`config.mk`:
```
export PLATFORM = sky130hd
export DESIGN_NAME = fetch_stage
export DESIGN_NICKNAME = d
export VERILOG_FILES = /design/src/rtl/pipe_pkg.sv /design/src/rtl/if_id_reg.sv /design/src/rtl/fetch_stage.sv
export SDC_FILE = /design/constraint.sdc
export NUM_CORES = 1
export LEC_CHECK = 0
export CAP_MARGIN = 10
export CORE_MARGIN = 5
export CORE_UTILIZATION = 49
export CTS_BUF_LIST = sky130_fd_sc_hd__clkbuf_16
export CTS_CLUSTER_SIZE = 28
export DETAILED_ROUTE_END_ITERATION = 16
export GPL_TIMING_DRIVEN = 0
export PLACE_DENSITY_LB_ADDON = 0.12
export REMOVE_ABC_BUFFERS = 1
export SETUP_SLACK_MARGIN = 0.2
export SYNTH_ARGS = -nofsm -noshare
export SYNTH_HDL_FRONTEND = slang
export SYNTH_SLANG_ARGS = --single-unit
```
`constraint.sdc`:
```
create_clock -name clk -period 3.5 [get_ports clk]
set_clock_uncertainty 0.1 [all_clocks]
set_input_delay 0.7 -clock clk [delete_from_list [all_inputs] [get_ports clk]]
set_output_delay 0.7 -clock clk [all_outputs]
set_load 0.01 [all_outputs]
```
`src/rtl/pipe_pkg.sv`:
```
// rtl/pipe_pkg.sv - shared pipeline types and constants for the RISC-V core
//
// Holds the fetch FSM state encoding and the default word width / bubble
// encoding used by the fetch stage and the stage registers.
package pipe_pkg;

  typedef enum logic [1:0] {
    S_REQ  = 2'd0,  // free to issue a request
    S_WAIT = 2'd1,  // request outstanding, response will be kept
    S_KILL = 2'd2   // request outstanding, response will be discarded
  } fetch_state_t;

  localparam int          DEFAULT_WORD_BITWIDTH = 32;
  localparam logic [31:0] DEFAULT_NOP_INSTR     = 32'h0000_0013;  // addi x0,x0,0

endpackage

```
`src/rtl/if_id_reg.sv`:
```
// rtl/if_id_reg.sv - pipeline stage register with hold/flush/load controls
//
// Ports:
//   clk, rst_n          clock, asynchronous active-low reset
//   hold                keep current contents
//   flush               force a bubble (wins over hold)
//   load                capture load_pc/load_instr as a real instruction
//   load_pc, load_instr incoming PC and instruction
//   valid, pc, instr    registered stage contents; instr is NOP on a bubble
module if_id_reg
  import pipe_pkg::*;
#(
  parameter int                     WIDTH = DEFAULT_WORD_BITWIDTH,
  parameter logic [WIDTH-1:0]       NOP   = WIDTH'(DEFAULT_NOP_INSTR)
) (
  input  logic             clk,
  input  logic             rst_n,
  input  logic             hold,
  input  logic             flush,
  input  logic             load,
  input  logic [WIDTH-1:0] load_pc,
  input  logic [WIDTH-1:0] load_instr,
  output logic             valid,
  output logic [WIDTH-1:0] pc,
  output logic [WIDTH-1:0] instr
);

  // A bubble keeps the old pc so downstream debug still sees the last address.
  always_ff @(posedge clk or negedge rst_n) begin
    if (!rst_n) begin
      valid <= 1'b0;
      pc    <= '0;
      instr <= NOP;
    end else if (flush) begin
      valid <= 1'b0;
      instr <= NOP;
    end else if (!hold) begin
      if (load) begin
        valid <= 1'b1;
        pc    <= load_pc;
        instr <= load_instr;
      end else begin
        valid <= 1'b0;
        instr <= NOP;
      end
    end
  end

endmodule

```
`src/rtl/fetch_stage.sv`:
```
// rtl/fetch_stage.sv - instruction fetch stage with IF/ID pipeline register
//
// Ports:
//   clk, rst_n                     clock, asynchronous active-low reset
//   stall                          hold PC and IF/ID (load-use hazard)
//   pc_src, branch_target          redirect fetch and bubble IF/ID
//   imem_req_valid/addr/ready      instruction memory request handshake
//   imem_rsp_valid/data            in-order response, one per accepted request
//   id_valid, id_pc, id_instr      IF/ID contents presented to decode
module fetch_stage
  import pipe_pkg::*;
#(
  parameter int                         WORD_BITWIDTH = DEFAULT_WORD_BITWIDTH,
  parameter logic [WORD_BITWIDTH-1:0]   RESET_PC      = '0,
  parameter logic [WORD_BITWIDTH-1:0]   NOP_INSTR     = WORD_BITWIDTH'(DEFAULT_NOP_INSTR)
) (
  input  logic                     clk,
  input  logic                     rst_n,
  input  logic                     stall,
  input  logic                     pc_src,
  input  logic [WORD_BITWIDTH-1:0] branch_target,
  output logic                     imem_req_valid,
  output logic [WORD_BITWIDTH-1:0] imem_req_addr,
  input  logic                     imem_req_ready,
  input  logic                     imem_rsp_valid,
  input  logic [WORD_BITWIDTH-1:0] imem_rsp_data,
  output logic                     id_valid,
  output logic [WORD_BITWIDTH-1:0] id_pc,
  output logic [WORD_BITWIDTH-1:0] id_instr
);

  fetch_state_t             state;
  logic [WORD_BITWIDTH-1:0] pc;
  logic [WORD_BITWIDTH-1:0] req_pc;     // address of the outstanding request
  logic                     buf_valid;  // response captured while stalled
  logic [WORD_BITWIDTH-1:0] buf_pc;
  logic [WORD_BITWIDTH-1:0] buf_instr;

  logic                     req_fire;
  logic                     live_rsp;
  logic [WORD_BITWIDTH-1:0] load_pc;
  logic [WORD_BITWIDTH-1:0] load_instr;

  // Gating with rst_n keeps the bus quiet while the core is held in reset.
  assign imem_req_valid = rst_n && (state == S_REQ) && !buf_valid && !pc_src;
  assign imem_req_addr  = pc;
  assign req_fire       = imem_req_valid && imem_req_ready;
  assign live_rsp       = (state == S_WAIT) && imem_rsp_valid;

  // The buffer always predates any live response, so it is drained first.
  assign load_pc    = buf_valid ? buf_pc    : req_pc;
  assign load_instr = buf_valid ? buf_instr : imem_rsp_data;

  always_ff @(posedge clk or negedge rst_n) begin
    if (!rst_n) begin
      state     <= S_REQ;
      pc        <= RESET_PC;
      req_pc    <= '0;
      buf_valid <= 1'b0;
      buf_pc    <= '0;
      buf_instr <= '0;
    end else if (pc_src) begin
      pc        <= branch_target;
      buf_valid <= 1'b0;
      // A response arriving with the redirect is simply dropped.
      if (state == S_WAIT) begin
        state <= imem_rsp_valid ? S_REQ : S_KILL;
      end else if (state == S_KILL && imem_rsp_valid) begin
        state <= S_REQ;
      end
    end else begin
      case (state)
        S_REQ: begin
          // A request already on the bus cannot be retracted by a stall,
          // so an accepted request always advances pc.
          if (req_fire) begin
            pc     <= pc + WORD_BITWIDTH'(4);
            req_pc <= pc;
            state  <= S_WAIT;
          end
        end
        S_WAIT: begin
          if (imem_rsp_valid) begin
            state <= S_REQ;
            if (stall) begin
              buf_valid <= 1'b1;
              buf_pc    <= req_pc;
              buf_instr <= imem_rsp_data;
            end
          end
        end
        S_KILL: begin
          if (imem_rsp_valid) state <= S_REQ;
        end
        default: state <= S_REQ;
      endcase
      if (!stall && buf_valid) buf_valid <= 1'b0;
    end
  end

  if_id_reg #(
    .WIDTH (WORD_BITWIDTH),
    .NOP   (NOP_INSTR)
  ) u_if_id (
    .clk        (clk),
    .rst_n      (rst_n),
    .hold       (stall),
    .flush      (pc_src),
    .load       (buf_valid || live_rsp),
    .load_pc    (load_pc),
    .load_instr (load_instr),
    .valid      (id_valid),
    .pc         (id_pc),
    .instr      (id_instr)
  );

  // A response with nothing outstanding means the memory lost sync with us.
  rsp_without_req_a: assert property (@(posedge clk) disable iff (!rst_n)
    !(state == S_REQ && imem_rsp_valid));

endmodule

```
==> metrics <==
dpl hpwl 13.4 mm; initial antenna violation count 0; final setup fails 0; top cells by area, synth dfrtp_1 56%, mux2_2 9.2%, nand2_1 7.7%, mux2i_1 7.3%, o21ai_0 4.4%; Antenna Nets Post-Route 0; Worst Setup Path Type reg -> out; routability cong. 0.787; warnings from Yosys 0; Die Height 142 um; Worst setup SP type register; DR DRC count 0; WL final 20.6 mm; die area 20,200 sq um; vias in the first global route 6,623; share of cells above drive strength 1 0.134; largest family of logic cells by synthesized area multiplexers; Hold Fails Final Rpt 0; Avg Vias per Cell 5.45; sequential area share after synthesis 0.574; worst skew pair latency 0.42 ns; Pleak 4.83 nW; mux cell area share after synthesis 0.165; DP Worst Slack -0.297 ns; Cell Area, Synth 8560 sq um; R2R setup slack 0.76 ns; clock root buffer master clkbuf_16; CP required 2.70 ns; 1st-pass router iterations 5; Yosys reg bits 196; Arrival @ worst endpoint 2.34 ns; RSZ-0062 raised after global routing no; Synth cell types 50; CTS tree built; largest area contributor in the netlist dfrtp_1; Overall Global Routing Usage 0.210; most used flip-flop cell after synthesis dfrtp_1; H-tree depth 4; Inst Count DP 1,124; minimum clock period 3.14 ns; clk slew on worst S/H paths 0.07 ns; DR iter-0 viols 357; EDFF count, synth 0; clock sink total 196; Vias 6,299; routed len/inst 17.8 um; Slew @ Worst Pin 0.918 ns; crit path max fanout 7; Initial Util 0.496; Max Cap Viol 0; Ant. Diodes 0; Port Buf Inserts 167; IO Count 168; Post-Synthesis Cells 771; post-synthesis simple-gate area fraction 0.129; fmax 319 MHz; total clock buffers created by CTS 17; non-filler cells, final 1,156; core area 17,200 sq um; GR Overflow Total 0; setup ws final 0.364 ns; syn avg cell area 11.1 sq um; final critical-path share of the clock period 0.896; XOR/XNOR share of the synthesized area 0.0133; Pwr per Cell Area 636 nW/um^2; status completed; Die X 142 um; ys async rst share 1.00; HP Class in -> async; setup bufs post-CTS 0; Yosys top cell area share 0.564; Max Slew Vio Count 0; Synth Area in Adders 0.00585; Final nets 993; Slew HR 0.384; row cnt 48; clock tree buffer depth 2; first-pass GRT wire length 34.0 mm; synth-to-layout area growth 30.4%; Synth Area in Compound Gates 0.0822; Crit. End Element output port; Max VDD drop 0.369 mV; largest net degree at the start of global routing 99
-- logic make-up (layout without fill, tap and decap cells) --
kind of cell,count (synthesis),after routing
and+or+nand+nor,246,246
adders and majority gates,4,4
muxes,132,132
AOI/OAI and AO/OA,122,122
DFF,196,196
xor gates and xnor gates,13,13
buffers and inverters,58,218
-- layer usage --
metal  global-route usage  vias to the layer above  wire length [um]
met1                0.282                     3106              9320
met4               0.0586                        0               312
met2                0.347                      199              9790
met5                    0                        -                 0
met3               0.0450                       31              1160
li1                     -                     2963                 -
-- flip-flops by register name (all words and copies together) (netlist names) --
name           flops
u_if_id.instr     32
u_if_id.valid      1
buf_valid          1
buf_instr         32
imem_req_addr     32
req_pc            32
buf_pc            32
state              2
u_if_id.pc        32
-- Yosys cell counts (all sizes together) (4+ instances only) --
cell,count
dfrtp,193
nand2,176
o21ai,85
mux2,70
mux2i,62
buf,30
nor2,22
clkbuf,16
nand4,15
nand3,14
inv,12
a21oi,9
xor2,9
a311oi,7
nor3,5
ha,4
nor4,4
xnor2,4
-- final cells by class --
| cell class | count | area, sq um |
|---|---|---|
| repair buffers | 175 | 1880 |
| clock inverters | 14 | 206 |
| flip-flops and latches | 196 | 4910 |
| clock buffers | 17 | 425 |
| multi-input cells | 517 | 3410 |
| inverters | 12 | 45.0 |
| fillers | 1337 | 6070 |
| well taps | 225 | 282 |
-- critical path, cell delays in order, from the launching register on --
cell and delay, ns:
dfrtp_1 0.41, inv_1 0.09, ha_1 0.40, nand2b_4 0.16
nor3b_1 0.27, clkdlybuf4s50_1 0.58
-- placed cells by master (no fill, tap or decap), types with 5 or more instances in the layout --
master / instances
a21oi_1: 9
a311oi_1: 7
buf_16: 5
bufinv_16: 5
clkbuf_16: 17
clkdlybuf4s50_1: 165
dfrtp_1: 192
inv_1: 12
mux2_2: 70
mux2i_1: 62
nand2_1: 176
nand3_1: 11
nand4_1: 13
nor2_1: 21
o21ai_0: 75
o21ai_1: 10
xor2_1: 9
-- power by group --
group / switching [W] / internal, W / total [W]
registers: 0.000422 / 0.00292 / 0.00334
clock network: 0.000832 / 0.00126 / 0.00209
logic: 0.000732 / 0.000926 / 0.00166
total: 0.00199 / 0.00511 / 0.00709
-- what timing repair did --
action | in CTS | in global routing
gates cloned | 1 | 0
endpoints found under the hold margin | 0 | 0
hold buffers | 0 | 0
setup endpoints to repair | 3 | 2
resized for setup | 1 | 1
-- final timing paths --
kind | from | to | cells past startpoint
min reg2reg | u_if_id.valid$_DFFE_PN0P_ | u_if_id.valid$_DFFE_PN0P_ | 2
max reg2reg | buf_valid$_DFFE_PN0P_ | imem_req_addr[27]$_DFFE_PN0P_ | 5
min | rst_n | u_if_id.instr[7]$_DFFE_PN0P_ | 1
max in group asynchronous | rst_n | imem_req_addr[16]$_DFFE_PN0P_ | 2
max | state[0]$_DFFE_PN0P_ | imem_req_valid | 5
min in group clk | u_if_id.valid$_DFFE_PN0P_ | u_if_id.valid$_DFFE_PN0P_ | 2
-- per-stage QoR --
stage / TNS (ns) / power (W) / instance area (sq um) / util / hold WS [ns]
floorplan: -69.98 / 0.00418 / 8330 / - / 0.304
global placement: -2170.88 / 0.00494 / 10300 / 0.597 / 0.359
detailed placement: -1.48 / 0.00506 / 10500 / 0.609 / 0.364
CTS: 0 / 0.00718 / 11200 / 0.647 / 0.139
global route: 0 / 0.00752 / 11200 / 0.648 / 0.134
finish: 0 / 0.00709 / 11200 / 0.648 / 0.106
Note: power is estimated with default switching activity, not from simulation.
